File: src/rtl/uart_cmd_parser.sv
// -----------------------------------------------------------------------------
// uart_cmd_parser
//   Assembles framed command packets from the UART receiver byte stream and
//   presents validated commands on a valid/ready interface.
//
//   Packet: SYNC_BYTE, OPCODE, LEN, LEN payload bytes, CHK
//   CHK = XOR of OPCODE, LEN and every payload byte (SYNC excluded).
//
// Ports
//   CLK            system clock
//   rst_n          asynchronous active-low reset
//   rx_data        received byte (UART rx data_out)
//   rx_valid       one-cycle byte strobe
//   rx_ferr        one-cycle framing-error strobe
//   cmd_valid      command available (held until cmd_ready)
//   cmd_ready      consumer accepts command
//   cmd_opcode     command opcode
//   cmd_len        payload length
//   cmd_payload    payload, byte i at [8i+7:8i], bytes >= cmd_len are zero
//   err_chk        one-cycle pulse: checksum mismatch
//   err_len        one-cycle pulse: LEN > MAX_LEN
//   err_abort      one-cycle pulse: framing error or inter-byte timeout
//   err_ovr        one-cycle pulse: byte dropped while a command is held
//
// Optional build macro UART_PARSER_ERRCNT_EN adds:
//   err_count_clr  synchronous clear of err_count (wins over increment)
//   err_count      saturating 16-bit count of all err_* pulses
// -----------------------------------------------------------------------------
module uart_cmd_parser #(
  parameter int         MAX_LEN     = 8,
  parameter int         TIMEOUT_CYC = 50000,
  parameter logic [7:0] SYNC_BYTE   = 8'hA5,
  localparam int        LW          = $clog2(MAX_LEN + 1)
) (
  input  logic                 CLK,
  input  logic                 rst_n,
  input  logic [7:0]           rx_data,
  input  logic                 rx_valid,
  input  logic                 rx_ferr,
  output logic                 cmd_valid,
  input  logic                 cmd_ready,
  output logic [7:0]           cmd_opcode,
  output logic [LW-1:0]        cmd_len,
  output logic [8*MAX_LEN-1:0] cmd_payload,
  output logic                 err_chk,
  output logic                 err_len,
  output logic                 err_abort,
`ifdef UART_PARSER_ERRCNT_EN
  input  logic                 err_count_clr,
  output logic [15:0]          err_count,
`endif
  output logic                 err_ovr
);

  localparam int GW = $clog2(TIMEOUT_CYC + 1);
  // Abort fires on the idle cycle that would take the gap count to TIMEOUT_CYC.
  localparam logic [GW-1:0] GAP_LAST = GW'(TIMEOUT_CYC - 1);

  typedef enum logic [2:0] {
    S_SYNC, S_OP, S_LEN, S_PAY, S_CHK, S_HOLD
  } state_t;

  state_t               state_reg, state_next;
  logic [7:0]           op_reg, op_next;
  logic [LW-1:0]        len_reg, len_next;
  logic [LW-1:0]        idx_reg, idx_next;
  logic [7:0]           chk_reg, chk_next;
  logic [8*MAX_LEN-1:0] shadow_reg, shadow_next;
  logic [GW-1:0]        gap_reg, gap_next;

  logic                 cmd_valid_next;
  logic [7:0]           cmd_opcode_next;
  logic [LW-1:0]        cmd_len_next;
  logic [8*MAX_LEN-1:0] cmd_payload_next;
  logic                 err_chk_next, err_len_next, err_abort_next, err_ovr_next;

  always_ff @(posedge CLK or negedge rst_n) begin
    if (!rst_n) begin
      state_reg   <= S_SYNC;
      op_reg      <= '0;
      len_reg     <= '0;
      idx_reg     <= '0;
      chk_reg     <= '0;
      shadow_reg  <= '0;
      gap_reg     <= '0;
      cmd_valid   <= 1'b0;
      cmd_opcode  <= '0;
      cmd_len     <= '0;
      cmd_payload <= '0;
      err_chk     <= 1'b0;
      err_len     <= 1'b0;
      err_abort   <= 1'b0;
      err_ovr     <= 1'b0;
    end else begin
      state_reg   <= state_next;
      op_reg      <= op_next;
      len_reg     <= len_next;
      idx_reg     <= idx_next;
      chk_reg     <= chk_next;
      shadow_reg  <= shadow_next;
      gap_reg     <= gap_next;
      cmd_valid   <= cmd_valid_next;
      cmd_opcode  <= cmd_opcode_next;
      cmd_len     <= cmd_len_next;
      cmd_payload <= cmd_payload_next;
      err_chk     <= err_chk_next;
      err_len     <= err_len_next;
      err_abort   <= err_abort_next;
      err_ovr     <= err_ovr_next;
    end
  end

  always_comb begin
    state_next       = state_reg;
    op_next          = op_reg;
    len_next         = len_reg;
    idx_next         = idx_reg;
    chk_next         = chk_reg;
    shadow_next      = shadow_reg;
    gap_next         = gap_reg;
    cmd_valid_next   = cmd_valid;
    cmd_opcode_next  = cmd_opcode;
    cmd_len_next     = cmd_len;
    cmd_payload_next = cmd_payload;
    err_chk_next     = 1'b0;
    err_len_next     = 1'b0;
    err_abort_next   = 1'b0;
    err_ovr_next     = 1'b0;

    case (state_reg)
      S_SYNC: begin
        gap_next = '0;
        if (rx_valid && rx_data == SYNC_BYTE) state_next = S_OP;
      end

      S_HOLD: begin
        gap_next = '0;
        if (cmd_ready) begin
          // Handshake completes; a byte arriving now is treated as a sync candidate.
          cmd_valid_next = 1'b0;
          state_next     = (rx_valid && rx_data == SYNC_BYTE) ? S_OP : S_SYNC;
        end else if (rx_valid) begin
          err_ovr_next = 1'b1;
        end
      end

      default: begin
        // In-packet states S_OP..S_CHK share abort and timeout handling.
        if (rx_ferr) begin
          err_abort_next = 1'b1;
          gap_next       = '0;
          state_next     = S_SYNC;
        end else if (rx_valid) begin
          gap_next = '0;
          case (state_reg)
            S_OP: begin
              op_next     = rx_data;
              chk_next    = rx_data;
              shadow_next = '0;   // guarantees zero-fill above len
              state_next  = S_LEN;
            end
            S_LEN: begin
              if (rx_data > 8'(MAX_LEN)) begin
                err_len_next = 1'b1;
                state_next   = S_SYNC;
              end else begin
                len_next   = rx_data[LW-1:0];
                chk_next   = chk_reg ^ rx_data;
                idx_next   = '0;
                state_next = (rx_data == 8'd0) ? S_CHK : S_PAY;
              end
            end
            S_PAY: begin
              for (int i = 0; i < MAX_LEN; i++) begin
                if (idx_reg == LW'(i)) shadow_next[8*i +: 8] = rx_data;
              end
              chk_next = chk_reg ^ rx_data;
              if (idx_reg == len_reg - LW'(1)) state_next = S_CHK;
              else                             idx_next   = idx_reg + LW'(1);
            end
            S_CHK: begin
              if (rx_data == chk_reg) begin
                cmd_valid_next   = 1'b1;
                cmd_opcode_next  = op_reg;
                cmd_len_next     = len_reg;
                cmd_payload_next = shadow_reg;
                state_next       = S_HOLD;
              end else begin
                err_chk_next = 1'b1;
                state_next   = S_SYNC;
              end
            end
            default: state_next = S_SYNC;
          endcase
        end else if (gap_reg == GAP_LAST) begin
          err_abort_next = 1'b1;
          gap_next       = '0;
          state_next     = S_SYNC;
        end else begin
          gap_next = gap_reg + GW'(1);
        end
      end
    endcase
  end

`ifdef UART_PARSER_ERRCNT_EN
  // The err_* sources are mutually exclusive, so at most one increment per cycle.
  always_ff @(posedge CLK or negedge rst_n) begin
    if (!rst_n) begin
      err_count <= '0;
    end else if (err_count_clr) begin
      err_count <= '0;
    end else if ((err_chk | err_len | err_abort | err_ovr) && err_count != 16'hFFFF) begin
      err_count <= err_count + 16'd1;
    end
  end
`endif

endmodule

File: config.mk
export PLATFORM = sky130hd
export DESIGN_NAME = uart_cmd_parser
export DESIGN_NICKNAME = d
export VERILOG_FILES = /design/src/rtl/uart_cmd_parser.sv
export SDC_FILE = /design/constraint.sdc
export NUM_CORES = 1
export LEC_CHECK = 0
export ABC_AREA = 1
export CORE_ASPECT_RATIO = 1.25
export CORE_MARGIN = 3
export CORE_UTILIZATION = 54
export CTS_CLUSTER_DIAMETER = 120
export CTS_CLUSTER_SIZE = 14
export DETAILED_ROUTE_END_ITERATION = 7
export PLACE_DENSITY = 0.79
export SYNTH_ARGS = -nofsm -noshare
export SYNTH_HDL_FRONTEND = slang
export SYNTH_SLANG_ARGS = --single-unit
File: constraint.sdc
create_clock -name CLK -period 3.85 [get_ports CLK]
set_input_delay 0.5775 -clock CLK [delete_from_list [all_inputs] [get_ports CLK]]
set_output_delay 0.5775 -clock CLK [all_outputs]
set_load 0.01 [all_outputs]
==> results.json, run 1 <==
{
  "outcome": "complete, no violations",
  "synth_top_cell_area_share": 0.579,
  "avgSynthCellArea_um2": 8.62,
  "period_share": 0.642,
  "num-nets-final": 1043,
  "r2r_start": "state_reg[1]$_DFFE_PN0P_",
  "grt_pass1_wl_mm": 30.7,
  "syn_area_um2": 8130,
  "post_cts_buffers": 0,
  "layout_common_cells": "322 x nand2_1, 188 x dfrtp_1, 124 x o21ai_0",
  "place_hpwl_mm": 12.3,
  "clk_latency_ps": 430,
  "antenna_cells": 0,
  "rsz0062_at_grt": "false",
  "maxSlewViolCount": 0,
  "regToRegSetupSlack_ps": 1420,
  "crit_fanout": 105,
  "end_kind": "flip-flop",
  "drv_cap": 0,
  "finalClockSkew_ps": 8.70,
  "criticalPathCategory": "input port to flip-flop",
  "placed_cells": 1183,
  "yosysWarnings": 0,
  "cts_buffers": 17,
  "required_ps": 4110,
  "final-hold-violation-count": 0,
  "cts-root-buf": "clkbuf_16",
  "cts_tree": "done",
  "synth.area.top_cells": "dfrtp_1 58%, nand2_1 15%, o21ai_0 7.6%, nand3_1 4.4%, inv_1 3.6%",
  "core-area_um2": 14600,
  "rows": 49,
  "ys_types": 35,
  "antenna_found_initial": 0,
  "synth_ff_type": "dfrtp_1",
  "post_cts_resized": 0,
  "slew_headroom": 0.307,
  "io_pins": 94,
  "wl_per_cell_um": 15.0,
  "area.growth.synth_to_final_pct": 20.0,
  "initial_core_util": 0.557,
  "grt_max_degree": 106,
  "postCtsHoldBufs": 0,
  "drive_gt1_frac": 0.0599,
  "synth_nets": 962,
  "ctsLongestPathBuffers": 2,
  "die-area_um2": 16600,
  "clkSinkCount": 188,
  "synth_cells": 943,
  "route.detailed.drc": 0,
  "finalSetupTns_ps": 0,
  "layout_commonest_cell": "nand2_1",
  "setup_viol": 0,
  "peakVddDrop_v": 0.000299,
  "synth-async-reset-ratio": 1.00,
  "reg2reg_to": "shadow_reg[20]$_DFFE_PN0P_",
  "leakagePower_nw": 4.71,
  "cp-start-kind": "input port",
  "r2r_cells": 6,
  "fin_cells": 1213,
  "period_needed_ps": 2470,
  "cts.clk_slew.worst_paths_ps": 70,
  "grt_overflow": 0,
  "htreeDepth": 4,
  "p_per_area_nw_per_um2": 484,
  "hold_class": "input port to asynchronous set/reset pin",
  "synth-seq-cells": 188,
  "final_antenna_net_count": 0,
  "synth_edf_count": 0,
  "worstPathArrival_ps": 2740,
  "max_clock_freq_mhz": 404,
  "yosysSeqAreaShare": 0.579,
  "drt_iter0_markers": 485,
  "fp.dieH_um": 143,
  "wl_mm": 18.3,
  "via_count": 6452,
  "finalWeightedCongestion": 0.868,
  "port_buffers": 93,
  "yosysTopAreaCell": "dfrtp_1",
  "worst_pin_slew_ps": 1040,
  "die_w_um": 116,
  "grt_pass1_vias": 6269,
  "holdWs_ps": 222,
  "vias_per_cell": 5.32,
  "grt_util_all_layers": 0.236,
  "firstDrtPassIters": 6
}
worst max path at each step:
stage / start / end / slack (ps)
2_1_floorplan: rx_data[5] / cmd_payload[24]$_DFFE_PN0P_ / 2150
3_3_place_gp: rx_data[3] / cmd_payload[43]$_DFFE_PN0P_ / 1070
3_5_place_dp: rx_data[3] / cmd_payload[58]$_DFFE_PN0P_ / 950
4_1_cts: rx_data[3] / cmd_payload[56]$_DFFE_PN0P_ / 1370
5_1_grt: rx_data[3] / cmd_payload[56]$_DFFE_PN0P_ / 1160
6_report: rx_data[3] / cmd_payload[55]$_DFFE_PN0P_ / 1380
synthesized netlist by cell type (5+ instances only):
master	number
nand2_1	322
dfrtp_1	188
o21ai_0	124
inv_1	79
nand3_1	71
nor2_1	47
buf_2	14
nor3_1	13
inv_2	11
clkbuf_1	9
a21oi_1	8
buf_6	8
buf_4	6
ha_1	6
xor2_1	5
logic make-up after synthesis:
logic type / Yosys count / share of synthesized area
buffers and inverters: 127 / 0.0709
AND/OR/NAND/NOR: 472 / 0.242
flip-flops: 188 / 0.579
adder cells (fa/ha/maj): 6 / 0.00923
AO/OA/AOI/OAI: 145 / 0.0934
XOR/XNOR: 5 / 0.00539
worst max-delay path, stage by stage:
cell and delay, ps:
clkdlybuf4s50_1 530, inv_2 140, nand2_1 60, nand2_1 70, nand2_1 50, nor2_1 150
and2_1 220, nand2_4 540, nand2_1 250, o21ai_0 120
metal layers:
| layer | vias to the layer above | global-route usage | wire [µm] |
|---|---|---|---|
| met5 | - | 0 | 0 |
| met4 | 0 | 0.0812 | 320 |
| met3 | 25 | 0.0420 | 732 |
| met2 | 179 | 0.391 | 9240 |
| met1 | 3099 | 0.316 | 7960 |
| li1 | 3149 | - | - |
per-stage QoR:
step                      setup WS [ps]  utilization  instance area [µm²]  power, mW
after floorplan                    2150            -                 8130       2.64
after global placement             1070        0.623                 9100       2.78
after detailed placement            948        0.623                 9100       2.80
after CTS                          1370        0.668                 9750       4.75
after global routing               1160        0.668                 9750       4.94
final                              1380        0.668                 9750       4.72
area by class of cell:
| cell class | count | area [µm²] |
|---|---|---|
| Clock buffer | 19 | 443 |
| Clock inverter | 11 | 215 |
| Fill cell | 1176 | 4840 |
| Inverter | 90 | 338 |
| Multi-Input combinational cell | 628 | 2850 |
| Sequential cell | 188 | 4700 |
| Tap cell | 178 | 223 |
| Timing Repair Buffer | 99 | 977 |
where the power goes:
part	internal [mW]	switching (mW)
Sequential	2.14	0.0952
Clock	1.23	0.720
Combinational	0.160	0.372
(Power assumes the default switching activity.)
==> run 2: changes to the inputs <==
CORE_UTILIZATION = 51   (was 54)
clock period = 2 ns   (was 3.85 ns; I/O delays follow)
==> run 2 against run 1 <==
Core utilization shrank 1.6 points; combinational power is 120% higher; clock skew about the same; critical path depth is 2 lower.
==> results.json, run 2 (synthesis gave the netlist of run 1 again) <==
{
  "outcome": "complete, no violations",
  "crit_fanout": 16,
  "core-area_um2": 15600,
  "cts.clk_slew.worst_paths_ps": 60,
  "setup_viol": 0,
  "drive_gt1_frac": 0.102,
  "cts_tree": "done",
  "layout_common_cells": "322 x nand2_1, 188 x dfrtp_1, 124 x o21ai_0",
  "area.growth.synth_to_final_pct": 25.5,
  "grt_util_all_layers": 0.214,
  "cp_slowest_stage_delay_ps": 480,
  "worstPathCellList": "inv_2 > nand2_1 > nor2_1 > inv_1 > nor2_1 > nor3_4 > buf_12 > o21ai_0",
  "required_ps": 2340,
  "cpMostUsedCell": "nor2_1",
  "final_antenna_net_count": 0,
  "clkSinkCount": 188,
  "final-hold-violation-count": 0,
  "place_hpwl_mm": 13.0,
  "layout_commonest_cell": "nand2_1",
  "grt_max_degree": 51,
  "busiest_layer": "met2",
  "holdWs_ps": 322,
  "r2r_start": "state_reg[2]$_DFFE_PN0P_",
  "die_w_um": 119,
  "p_per_area_nw_per_um2": 845,
  "die-area_um2": 17500,
  "period_share": 0.887,
  "use_met1": 0.280,
  "grt_overflow": 0,
  "finalClockSkew_ps": 9.20,
  "num-nets-final": 1093,
  "rows": 51,
  "initial_core_util": 0.520,
  "finish.utilization": 0.653,
  "gr-usage-met2": 0.366,
  "finalWeightedCongestion": 0.860,
  "io_pins": 94,
  "end_kind": "flip-flop",
  "antenna_cells": 0,
  "vias_per_cell": 5.02,
  "grt_pass1_vias": 6291,
  "wl_per_cell_um": 13.8,
  "htreeDepth": 4,
  "drt_iter0_markers": 545,
  "cts-root-buf": "clkbuf_16",
  "drv_cap": 0,
  "period_needed_ps": 1770,
  "reg2reg_to": "chk_reg[3]$_DFFE_PN0P_",
  "worstPathArrival_ps": 2110,
  "ctsLongestPathBuffers": 2,
  "setup_slack_ps": 225,
  "cp_num_buf_inv": 3,
  "via_count": 6517,
  "total_power_mw": 8.62,
  "fin_area_um2": 10200,
  "maxSlewViolCount": 0,
  "post-place-ws_ps": -83.4,
  "cts_buffers": 17,
  "firstDrtPassIters": 5,
  "regToRegSetupSlack_ps": 230,
  "gr-usage-met3": 0.0416,
  "critical_path.top_delay_family": "simple AND/OR/NAND/NOR gates",
  "clk_latency_ps": 430,
  "leakagePower_nw": 4.94,
  "slew_headroom": 0.707,
  "grt_pass1_wl_mm": 30.1,
  "route.detailed.drc": 0,
  "cp-start-kind": "flip-flop",
  "criticalPathCategory": "flip-flop to flip-flop",
  "crit_slowest_cell": "dfrtp_1",
  "antenna_found_initial": 0,
  "dpl-instance-area_um2": 9640,
  "r2r_cells": 8,
  "worst_pin_slew_ps": 435,
  "port_buffers": 93,
  "wl_mm": 17.9,
  "max_clock_freq_mhz": 564,
  "peakVddDrop_v": 0.000569,
  "post_cts_resized": 0,
  "rsz0062_at_grt": "false",
  "hold_class": "input port to asynchronous set/reset pin",
  "fp.dieH_um": 147
}
## run 2: worst register-to-register path, cell delays in order (launching register included)
cell and delay, ps:
dfrtp_1 480, inv_2 130, nand2_1 130, nor2_1 210, inv_1 80, nor2_1 260, nor3_4 70, buf_12 160
o21ai_0 180
## run 2: power by group
part           internal [mW]  total (mW)  leakage [nW]  switching, mW
clock network           1.76        3.14         0.260           1.37
registers               4.13        4.29          2.59          0.167
logic                  0.435        1.19          2.09          0.755
## run 2: area by class of cell
| class | count | area [µm²] |
|---|---|---|
| clock buffer | 20 | 457 |
| timing repair buffer | 149 | 1490 |
| fill | 1278 | 5430 |
| sequential | 188 | 4700 |
| clock inverter | 10 | 92.6 |
| inverter | 90 | 338 |
| tap | 212 | 265 |
| multi-input combinational | 628 | 2850 |
## run 2: what timing repair did
action / 4_1_cts / 5_1_grt
endpoints found under the hold margin: 26 / 0
buffers inserted: 0 / 0
hold buffers: 1 / 0
## run 2: stage by stage
step | cells | setup TNS [ps]
after detailed placement | 1266 | -3530
final | 1297 | 0
after floorplan | 943 | 0
after global routing | 1297 | 0
after CTS | 1297 | 0
after global placement | 1266 | -335
## run 2: worst max path at each step
stage | start | endpoint | depth (start not counted)
6_report | state_reg[2]$_DFFE_PN0P_ | chk_reg[3]$_DFFE_PN0P_ | 8
5_1_grt | len_reg[0]$_DFFE_PN0P_ | state_reg[2]$_DFFE_PN0P_ | 11
4_1_cts | state_reg[2]$_DFFE_PN0P_ | idx_reg[3]$_DFFE_PN0P_ | 9
3_5_place_dp | rx_data[6] | cmd_payload[44]$_DFFE_PN0P_ | 11
3_3_place_gp | rx_data[6] | cmd_payload[40]$_DFFE_PN0P_ | 11
2_1_floorplan | gap_reg[0]$_DFF_PN0_ | state_reg[2]$_DFFE_PN0P_ | 12
## run 2: routing by layer
metal  vias up  routed length [µm]
met5         -                   0
met4         0                 297
met3        25                 645
met2       141                8980
met1      3091                7980
li1       3260                   -
==> run 3: changes to the inputs <==
CELL_PAD_IN_SITES_DETAIL_PLACEMENT = 1   (was unset)
CELL_PAD_IN_SITES_GLOBAL_PLACEMENT = 2   (was unset)
CORE_UTILIZATION = 31   (was 51)
PLACE_DENSITY = 0.78   (was 0.79)
==> run 3 against run 2 <==
Clock-buffer cell count increased by 2; via count is 1.0% higher; non-clock buffer count rose by 2; maximum frequency decreased by 0.86%; clock power up 7.3%; cell area increased by 2.0%; clock skew grew 1.3 ps; critical path type unchanged; routed wire length is 22% higher; core utilization down 25 points; largest cell class unchanged; first-iteration DRC count is 30% lower; sequential cell count did not move; combinational power grew 5%.
==> results.json, run 3 (synthesis gave the netlist of run 1 again) <==
{
  "outcome": "complete, no violations",
  "area.growth.synth_to_final_pct": 28.0,
  "intPower_mw": 6.51,
  "cts_tree": "done",
  "core-area_um2": 25500,
  "via_count": 6582,
  "rows": 65,
  "port_buffers": 93,
  "vias_per_cell": 4.63,
  "drt_iter0_markers": 383,
  "grt_max_degree": 52,
  "clk_latency_ps": 430,
  "max_clock_freq_mhz": 559,
  "layout_common_cells": "322 x nand2_1, 188 x dfrtp_1, 124 x o21ai_0",
  "crit_fanout": 16,
  "grt_pass1_vias": 6758,
  "total_power_mw": 8.91,
  "pwr-share-seq": 0.481,
  "required_ps": 2310,
  "holdWs_ps": 393,
  "layout_commonest_cell": "nand2_1",
  "antenna_found_initial": 0,
  "cp-start-kind": "flip-flop",
  "initial_core_util": 0.318,
  "post-place-ws_ps": -186,
  "final_antenna_net_count": 0,
  "postCtsHoldBufs": 1,
  "die-area_um2": 28200,
  "ctsLongestPathBuffers": 2,
  "end_kind": "flip-flop",
  "wl_per_cell_um": 15.3,
  "finalSetupTns_ps": 0,
  "cts-root-buf": "clkbuf_16",
  "use_met1": 0.214,
  "grt_pass1_wl_mm": 36.5,
  "hold_class": "input port to asynchronous set/reset pin",
  "cts.clk_slew.worst_paths_ps": 70,
  "grt_overflow": 0,
  "multi_input_area_um2": 2850,
  "wl_mm": 21.8,
  "fillCellCount": 3077,
  "setup_slack_ps": 210,
  "post_cts_buffers": 0,
  "clkSinkCount": 188,
  "rsz0062_at_grt": "false",
  "finalWeightedCongestion": 0.807,
  "drive_gt1_frac": 0.104,
  "finish.utilization": 0.408,
  "place_hpwl_mm": 15.5,
  "busiest_layer": "met2",
  "setup_viol": 0,
  "route.detailed.drc": 0,
  "drv_cap": 0,
  "gr-usage-met3": 0.0264,
  "maxSlewViolCount": 0,
  "leakagePower_nw": 4.98,
  "register_area_um2": 4700,
  "p_clk_frac": 0.378,
  "fp.dieH_um": 187,
  "p_sw_mw": 2.40,
  "cts_buffers": 17,
  "grt_util_all_layers": 0.163,
  "antenna_cells": 0,
  "finalClockSkew_ps": 10.5,
  "sw_frac_of_total": 0.269,
  "num-nets-final": 1095,
  "period_share": 0.895,
  "die_w_um": 151,
  "criticalPathCategory": "flip-flop to flip-flop",
  "comb_power_share": 0.140,
  "p_per_area_nw_per_um2": 856,
  "final-hold-violation-count": 0,
  "slew_headroom": 0.661,
  "htreeDepth": 4,
  "period_needed_ps": 1790,
  "firstDrtPassIters": 4,
  "io_pins": 94,
  "worst_pin_slew_ps": 504,
  "post_cts_resized": 0,
  "gr-usage-met2": 0.279,
  "worstPathArrival_ps": 2100,
  "peakVddDrop_v": 0.000629
}
## run 3: cell types whose count changed in the layout (fill, tap and decap cells not counted)
cell / previous run / this run
buf_6: 1 / 0
clkbuf_1: 1 / 2
bufinv_16: 1 / 2
clkinvlp_4: 4 / 1
inv_6: 1 / 2
clkbuf_8: 2 / 4
buf_4: 44 / 46
## run 3: per-layer routing
metal  share of wire  vias up  wire length, µm
met5               0        -                0
met4           0.017        0              363
met3           0.028       24              602
met2            0.51       96            11000
met1            0.45     3211             9770
li1                -     3251                -
## run 3: final cells by class
cell class	instances	share of cell area
flip-flops and latches	188	0.452
clock buffers	22	0.0456
multi-input cells	628	0.274
clock inverters	9	0.0105
repair buffers	151	0.145
well taps	335	0.0403
inverters	90	0.0325
## run 3: power groups by stage
| stage | sequential, mW | clock (mW) | combinational [mW] |
|---|---|---|---|
| after detailed placement | 4.35 | 0 | 1.28 |
| after CTS | 4.29 | 3.50 | 1.29 |
| final | 4.29 | 3.37 | 1.25 |
| after global placement | 4.34 | 0 | 1.26 |
| after floorplan | 4.31 | 0 | 0.779 |
| after global routing | 4.33 | 3.67 | 1.46 |
## run 3: worst paths after layout
check / cells past startpoint / from / slack, ps / end
worst min-delay path: 2 / rst_n / 390 / cmd_len[2]$_DFFE_PN0P_
max in group asynchronous: 3 / rst_n / 930 / cmd_payload[33]$_DFFE_PN0P_
worst max register to register: 9 / state_reg[2]$_DFFE_PN0P_ / 210 / chk_reg[1]$_DFFE_PN0P_
worst max-delay path: 9 / state_reg[2]$_DFFE_PN0P_ / 210 / chk_reg[1]$_DFFE_PN0P_
worst min register to register: 2 / cmd_payload[13]$_DFFE_PN0P_ / 470 / cmd_payload[13]$_DFFE_PN0P_
min in group CLK: 2 / cmd_payload[13]$_DFFE_PN0P_ / 470 / cmd_payload[13]$_DFFE_PN0P_
## run 3: critical path, stage by stage, from the launching register on
cell     delay [ps]
dfrtp_1         470
inv_2           140
nand2_1         130
nor2_1          220
inv_1            90
nor2_1          260
nor3_4           70
buf_12          170
nand2_1          50
o21ai_0          80
## run 3: through the flow
| stage | std cells | area, µm² |
|---|---|---|
| 2_1_floorplan | 943 | 8130 |
| 3_3_place_gp | 1391 | 9820 |
| 3_5_place_dp | 1391 | 9820 |
| 4_1_cts | 1423 | 10400 |
| 5_1_grt | 1423 | 10400 |
| 6_report | 1423 | 10400 |
